===== src/rtl/ps2_key_decoder.sv =====
// PS/2 set-2 keyboard front end: conditions the raw lines, deframes 11-bit frames
// and turns make codes (with E0/F0 prefixes) into one-cycle calculator key strobes.
`timescale 1ns/1ps
module ps2_key_decoder #(
  parameter int unsigned FILTER_LEN     = 8,
  parameter int unsigned TIMEOUT_CYCLES = 50000
) (
  input  logic       clk_50Mhz,
  input  logic       rst,
  input  logic       ps2_clk,
  input  logic       ps2_data,
  output logic [4:0] key_code,
  output logic       key_valid,
  output logic       frame_err
);

  localparam int unsigned FLT_W = $clog2(FILTER_LEN + 1);
  localparam int unsigned TMO_W = $clog2(TIMEOUT_CYCLES + 1);
  localparam logic [7:0]  SC_EXT = 8'hE0;
  localparam logic [7:0]  SC_BRK = 8'hF0;

  typedef enum logic [1:0] {
    ST_IDLE,
    ST_DATA,
    ST_PARITY,
    ST_STOP
  } state_e;

  logic [1:0]       clk_sync_q, clk_sync_d;
  logic [1:0]       dat_sync_q, dat_sync_d;
  logic             filt_q, filt_d;
  logic [FLT_W-1:0] flt_cnt_q, flt_cnt_d;
  state_e           state_q, state_d;
  logic [2:0]       bit_cnt_q, bit_cnt_d;
  logic [7:0]       shift_q, shift_d;
  logic             par_ok_q, par_ok_d;
  logic [TMO_W-1:0] tmo_q, tmo_d;
  logic [7:0]       byte_q, byte_d;
  logic             byte_vld_q, byte_vld_d;
  logic             ext_q, ext_d;
  logic             brk_q, brk_d;
  logic [4:0]       key_code_q, key_code_d;
  logic             key_valid_q, key_valid_d;
  logic             frame_err_q, frame_err_d;

  logic             fall_c;
  logic             data_c;
  logic [5:0]       map_c;

  // Scan code to key code; bit 5 flags a mapped key.
  function automatic logic [5:0] map_key(input logic ext, input logic [7:0] sc);
    map_key = '0;
    if (ext) begin
      case (sc)
        8'h4A:   map_key = {1'b1, 5'd13};
        8'h5A:   map_key = {1'b1, 5'd14};
        default: map_key = '0;
      endcase
    end else begin
      case (sc)
        8'h45, 8'h70: map_key = {1'b1, 5'd0};
        8'h16, 8'h69: map_key = {1'b1, 5'd1};
        8'h1E, 8'h72: map_key = {1'b1, 5'd2};
        8'h26, 8'h7A: map_key = {1'b1, 5'd3};
        8'h25, 8'h6B: map_key = {1'b1, 5'd4};
        8'h2E, 8'h73: map_key = {1'b1, 5'd5};
        8'h36, 8'h74: map_key = {1'b1, 5'd6};
        8'h3D, 8'h6C: map_key = {1'b1, 5'd7};
        8'h3E, 8'h75: map_key = {1'b1, 5'd8};
        8'h46, 8'h7D: map_key = {1'b1, 5'd9};
        8'h79:        map_key = {1'b1, 5'd10};
        8'h7B, 8'h4E: map_key = {1'b1, 5'd11};
        8'h7C:        map_key = {1'b1, 5'd12};
        8'h5A, 8'h55: map_key = {1'b1, 5'd14};
        8'h66:        map_key = {1'b1, 5'd15};
        8'h76:        map_key = {1'b1, 5'd16};
        default:      map_key = '0;
      endcase
    end
  endfunction

  // Synchronizers and the clock stability filter.
  always_comb begin
    clk_sync_d = {clk_sync_q[0], ps2_clk};
    dat_sync_d = {dat_sync_q[0], ps2_data};
    filt_d     = filt_q;
    flt_cnt_d  = '0;
    if (clk_sync_q[1] != filt_q) begin
      if (flt_cnt_q == FLT_W'(FILTER_LEN - 1)) begin
        filt_d = clk_sync_q[1];
      end else begin
        flt_cnt_d = flt_cnt_q + FLT_W'(1);
      end
    end
  end

  assign fall_c = filt_q & ~filt_d;
  assign data_c = dat_sync_q[1];

  // Frame deserializer with inter-edge timeout.
  always_comb begin
    state_d     = state_q;
    bit_cnt_d   = bit_cnt_q;
    shift_d     = shift_q;
    par_ok_d    = par_ok_q;
    tmo_d       = tmo_q;
    byte_d      = byte_q;
    byte_vld_d  = 1'b0;
    frame_err_d = 1'b0;

    if (state_q == ST_IDLE || fall_c) begin
      tmo_d = '0;
    end else if (tmo_q != TMO_W'(TIMEOUT_CYCLES)) begin
      tmo_d = tmo_q + TMO_W'(1);
    end

    case (state_q)
      ST_IDLE: begin
        if (fall_c && !data_c) begin
          state_d   = ST_DATA;
          bit_cnt_d = '0;
        end
      end
      ST_DATA: begin
        if (fall_c) begin
          shift_d   = {data_c, shift_q[7:1]};
          bit_cnt_d = bit_cnt_q + 3'd1;
          if (bit_cnt_q == 3'd7) state_d = ST_PARITY;
        end
      end
      ST_PARITY: begin
        if (fall_c) begin
          par_ok_d = data_c ^ (^shift_q);
          state_d  = ST_STOP;
        end
      end
      ST_STOP: begin
        if (fall_c) begin
          if (data_c && par_ok_q) begin
            byte_d     = shift_q;
            byte_vld_d = 1'b1;
          end else begin
            frame_err_d = 1'b1;
          end
          state_d = ST_IDLE;
        end
      end
      default: state_d = ST_IDLE;
    endcase

    if (state_q != ST_IDLE && !fall_c && tmo_q == TMO_W'(TIMEOUT_CYCLES)) begin
      state_d     = ST_IDLE;
      frame_err_d = 1'b1;
    end
  end

  // Prefix tracking and key output, one cycle behind the accepted byte.
  always_comb begin
    ext_d       = ext_q;
    brk_d       = brk_q;
    key_code_d  = key_code_q;
    key_valid_d = 1'b0;
    map_c       = map_key(ext_q, byte_q);
    if (frame_err_d) begin
      ext_d = 1'b0;
      brk_d = 1'b0;
    end else if (byte_vld_q) begin
      if (byte_q == SC_EXT) begin
        ext_d = 1'b1;
      end else if (byte_q == SC_BRK) begin
        brk_d = 1'b1;
      end else begin
        if (!brk_q && map_c[5]) begin
          key_code_d  = map_c[4:0];
          key_valid_d = 1'b1;
        end
        ext_d = 1'b0;
        brk_d = 1'b0;
      end
    end
  end

  always_ff @(posedge clk_50Mhz or negedge rst) begin
    if (!rst) begin
      clk_sync_q  <= 2'b11;
      dat_sync_q  <= 2'b11;
      filt_q      <= 1'b1;
      flt_cnt_q   <= '0;
      state_q     <= ST_IDLE;
      bit_cnt_q   <= '0;
      shift_q     <= '0;
      par_ok_q    <= 1'b0;
      tmo_q       <= '0;
      byte_q      <= '0;
      byte_vld_q  <= 1'b0;
      ext_q       <= 1'b0;
      brk_q       <= 1'b0;
      key_code_q  <= '0;
      key_valid_q <= 1'b0;
      frame_err_q <= 1'b0;
    end else begin
      clk_sync_q  <= clk_sync_d;
      dat_sync_q  <= dat_sync_d;
      filt_q      <= filt_d;
      flt_cnt_q   <= flt_cnt_d;
      state_q     <= state_d;
      bit_cnt_q   <= bit_cnt_d;
      shift_q     <= shift_d;
      par_ok_q    <= par_ok_d;
      tmo_q       <= tmo_d;
      byte_q      <= byte_d;
      byte_vld_q  <= byte_vld_d;
      ext_q       <= ext_d;
      brk_q       <= brk_d;
      key_code_q  <= key_code_d;
      key_valid_q <= key_valid_d;
      frame_err_q <= frame_err_d;
    end
  end

  assign key_code  = key_code_q;
  assign key_valid = key_valid_q;
  assign frame_err = frame_err_q;

endmodule


===== config.mk =====
export PLATFORM = sky130hd
export DESIGN_NAME = ps2_key_decoder
export DESIGN_NICKNAME = d
export VERILOG_FILES = /design/src/rtl/ps2_key_decoder.sv
export SDC_FILE = /design/constraint.sdc
export NUM_CORES = 1
export LEC_CHECK = 0
export ABC_AREA = 0
export BUFFER_PORTS_ARGS = -buffer_cell sky130_fd_sc_hd__buf_2
export CAP_MARGIN = 10
export CORE_MARGIN = 2
export CORE_UTILIZATION = 62
export DETAILED_ROUTE_END_ITERATION = 8
export GPL_ROUTABILITY_DRIVEN = 0
export GPL_TIMING_DRIVEN = 0
export HOLD_SLACK_MARGIN = 0.1
export PLACE_DENSITY_LB_ADDON = 0.2
export SLEW_MARGIN = 5
export SYNTH_ARGS = -nofsm -noshare
export SYNTH_HDL_FRONTEND = slang
export SYNTH_SLANG_ARGS = --single-unit

===== constraint.sdc =====
create_clock -name clk_50Mhz -period 3 [get_ports clk_50Mhz]
set_clock_uncertainty 0.05 [all_clocks]
set_input_delay 0.45 -clock clk_50Mhz [delete_from_list [all_inputs] [get_ports clk_50Mhz]]
set_output_delay 0.45 -clock clk_50Mhz [all_outputs]
set_load 0.01 [all_outputs]

* Word level (Yosys, flattened, before mapping) *
Memory sizes are Yosys's and may differ from the RTL's.
Cells that the tools add are included.

operators by class
  multiplexer cells = 39
  equality and inequality tests = 21
  add/sub/neg operators = 3
  reduce and logical (&&, ||, !) cells = 23
  bitwise logic cells = 6

operator list
  operator               number
  $mux 16                2
  $mux 1                 22
  $add 16x1->16 const B  1
  $eq 16x16->1 const B   1
  $eq 8x7->1 const B     2
  $eq 8x8->1 const B     2
  $ne 16x16->1 const B   1
  $ne 3x3->1 const B     5
  $mux 2                 6
  $mux 6                 2
  $pmux 6 s2             1
  $reduce_and 5->1       2
  $mux 4                 2
  $pmux 2 s4             1
  $reduce_and 2->1       4
  $reduce_bool 2->1      4
  $reduce_xor 8->1       1
  $mux 3                 2
  $pmux 3 s2             1
  $reduce_and 3->1       2
  $logic_and 1x1->1      5
  $add 4x1->4 const B    1
  $eq 2x2->1 const B     2
  $eq 4x3->1 const B     1
  13 further kinds       19

storage, ports and cells
  bits in registers = 57
  memories = 1
  output and inout port bits = 7
  ROM bits = 768

memories
  memory           words  width  rd ports  clocked after memory_dff  write ports  line  RTL
  (no name shown)  128    6      1         0                         0            60    case (sc)

* Logic depth before layout (Yosys ltp) *
  depth in word-level cells = 11
  mapped depth = 9

* Worst setup path before layout *
OpenSTA, ideal clock, no wires.

  path type = register to register
  start = reg byte_q[0]
  end = reg key_code_q[0], in the netlist key_code[0]
  data required time = 2.825 ns
  data arrival time = 2.249 ns
  path buffers = 2
  library setup time = 0.125 ns
  setup slack = 0.576 ns
  clock period less this slack = 2.424 ns
  stages on the path, launching flop included = 10
  cell sequence = dfrtp_1 inv_1 ha_1 clkbuf_1 mux2i_1 o211a_1 a2111oi_2 o2111a_1 buf_6 mux2_4

between the ends
  word-level cells in the longest chain between the ends = 5

RTL lines
  item                                         line    RTL
  start: declaration                           38      logic [7:0] byte_q, byte_d;
  start signal: assignment                     211     byte_q <= byte_d;
  $mem_v2 128x6 or $eq 8x7->1 (tied branches)  -
  $mux 6 or $pmux 6 s2 (tied branches)         60, 54
  $mux 6                                       53      if (ext) begin
  $logic_and 1x1->1                            173     if (!brk_q && map_c[5]) begin
  $reduce_and 5->1 (no line)                   -
  end signal: assignment                       215     key_code_q <= key_code_d;
  end: declaration                             42      logic [4:0] key_code_q, key_code_d;

Several ways; a longest one is shown, not always the timed one.
A chain may end at the register's enable or synchronous reset.

* Final worst setup path *
Ends and elaborated chain as after synthesis.

==> impl_metrics.ini <==
[outcome]
status = finished, final reports clean

[worst_setup_path]
cp-start-kind = register
crit-reg2reg-launch = byte_q[0]
worstPathRequired_ns = 3.17
reg2regPathDepth = 9
arrival_ns = 2.96
ff2ff_setup_slack_ns = 0.21
r2r_end = key_code[0]
worstPathMaxFanout = 10
cp-end-kind = register
critPathKind = reg -> reg

[clock_network]
clock_sinks = 57
cts_buffer_depth = 2
cts_root_buf = clkbuf_8
numCtsBuffers = 9
cts-hold-fix-buffers = 0
clk_latency_ns = 0.34
post_cts_buffers = 0
worst_setup_hold_path_clk_slew_ns = 0.08
htreeDepth = 3
ctsResizeCount = 0
cts_tree = yes

[placed_design]
dp_hpwl_mm = 4.29
port_buffers = 10
dp.cells = 396

[final_layout]
drive_above_1_share = 0.184
fin_cells = 412
final_common_cell = dfrtp_1
fin_nets = 358
mostFrequentLayoutCells = dfrtp_1 (52), nand2_1 (23), nor2_1 (22)
area_delta_synth_final_pct = 9.75
antennaDiodeCount = 0

[logic_synthesis]
synthArstFlopShare = 1.00
muxShareOfSynthArea = 0.111
synth-simple-area-share = 0.172
postSynthCellCount = 316
synth-compound-area-share = 0.127
syn-num-nets = 337
synth_top_family_by_area = simple AND/OR/NAND/NOR gates
synthXorXnorAreaFrac = 0.0508
synth_cell_types = 59
avgSynthCellArea_um2 = 10.4
synthFlopType = dfrtp_1
ys_warn_count = 0
synth_edf_count = 0
yosysSeqAreaShare = 0.438
synth_seq_cells = 57
syn_area_mm2 = 0.00327
synth-adder-area-share = 0.0650
synth_top_cell_by_area = dfrtp_1
synthTopCellsByArea = dfrtp_1 (40%), mux2_2 (7.2%), ha_1 (6.5%)
synth_top_area_frac = 0.398

[routing]
num_vias = 2409
viasPerCell = 5.85
routedWlPerCell_um = 14.7
drtIter0Drc = 259
drc = 0
ant_nets = 0
dr.pass1.iters = 4
drt-total-wl_mm = 6.08

[power]
peakVddDrop_uv = 315
finalPower_mw = 1.86
power_density_mw_per_mm2 = 519
leakage_nw = 1.63

[sta]
setup_violations = 0
finalSetupTns_ns = 0
period_minus_slack_ns = 2.79
rsz0062_at_grt = no
holdWs_ns = 0.0804
tightestPinTransition_ns = 0.789
hold_viol = 0
finalCritPeriodShare = 0.930
slew_headroom = 0.467
fmax_mhz = 358
final_max_slew_viol_count = 0

[floorplan]
ioPinCount = 11
coreArea_mm2 = 0.00511
dieArea_mm2 = 0.00588
dieWidth_um = 76.7
start_util = 0.641
die_y_um = 76.7
rows = 26

[grt]
grt_pass1_wl_mm = 10.8
grt.overflow.total = 0
grt_use_total = 0.229
antenna_found_initial = 0
first_global_vias = 2343
grt_max_degree = 58

[min_path]
hold_path.class = in -> async

[flow_run]
drv_cap = 0
-- cell families (layout without fill, tap and decap cells) --
group                      after synthesis  after routing
buffers and inverters                   27             53
DFF                                     57             57
xor gates and xnor gates                19             19
adders and majority gates               17             17
and+or+nand+nor                        106            106
AOI/OAI and AO/OA                       60             60
muxes                                   30             30
-- critical path, cell delays in order (launching register included) --
cell and delay [ns]:
dfrtp_1 0.46, inv_1 0.15, ha_1 0.17, clkbuf_1 0.33, mux2i_1 0.12, o211a_1 0.28
a2111oi_2 0.40, o2111a_1 0.26, buf_6 0.14, mux2_4 0.30
-- routing by layer --
layer  wire length, um  vias to the layer above  part of all wire  GRT usage
met5                 0                        -                 0          0
met4                54                        0            0.0089      0.102
met3               322                        8             0.053     0.0388
met2              2750                       81              0.45      0.347
met1              2940                     1134              0.48      0.324
li1                  -                     1186                 -          -
-- report_power, final --
part | internal (mW) | switching (mW) | leakage (nW)
Clock | 0.305 | 0.329 | 0.0862
Sequential | 0.834 | 0.0561 | 0.770
Combinational | 0.128 | 0.211 | 0.778
Total | 1.27 | 0.596 | 1.63
-- registers in the layout (all words and copies together), names as in the netlist, 2 cells and up --
register,flops
bit_cnt_q,3
byte_q,8
clk_sync_q,2
dat_sync_q,2
flt_cnt_q,4
key_code,5
shift_q,8
state_q,2
tmo_q,16
-- area by class of cell --
class	instances	area (um2)
Buffer	16	77.6
Clock buffer	9	124
Clock inverter	7	55.1
Fill cell	396	1520
Inverter	11	41.3
Multi-Input combinational cell	232	1720
Sequential cell	57	1430
Tap cell	70	87.6
Timing Repair Buffer	10	52.6
-- through the flow --
step | cell area, um2 | worst slack (ns) | util
after CTS | 3590 | 0.234 | 0.703
after global routing | 3590 | 0.0392 | 0.703
after detailed placement | 3410 | 0.286 | 0.668
after global placement | 3410 | 0.256 | 0.668
final | 3590 | 0.209 | 0.703
after floorplan | 3270 | 0.576 | -
-- worst max path at each step --
stage / from / to / slack, ns / depth (start not counted)
floorplan: byte_q[0] / key_code[0] / 0.58 / 9
global placement: byte_q[0] / key_code[3] / 0.26 / 9
detailed placement: byte_q[0] / key_code[2] / 0.29 / 9
CTS: byte_q[0] / key_code[2] / 0.23 / 9
global route: byte_q[0] / key_code[2] / 0.04 / 9
finish: byte_q[0] / key_code[0] / 0.21 / 9
-- synth_stat cells, types with 3 or more instances --
library cell and n:
a21oi_1 16, a31oi_1 3, and2_1 3, and3_1 3
clkbuf_1 11, dfrtp_1 52, dfstp_2 5, ha_1 17
inv_1 11, mux2_2 21, mux2_4 5, mux2i_1 3
nand2_1 23, nand2b_1 4, nand3_1 9, nand4_1 7
nor2_1 22, nor2b_1 7, nor3_1 7, nor3b_1 3
o211a_1 3, o21ai_0 13, or3_1 6, xnor2_1 11
xor2_1 8
Power figures use the tool's default switching activity.
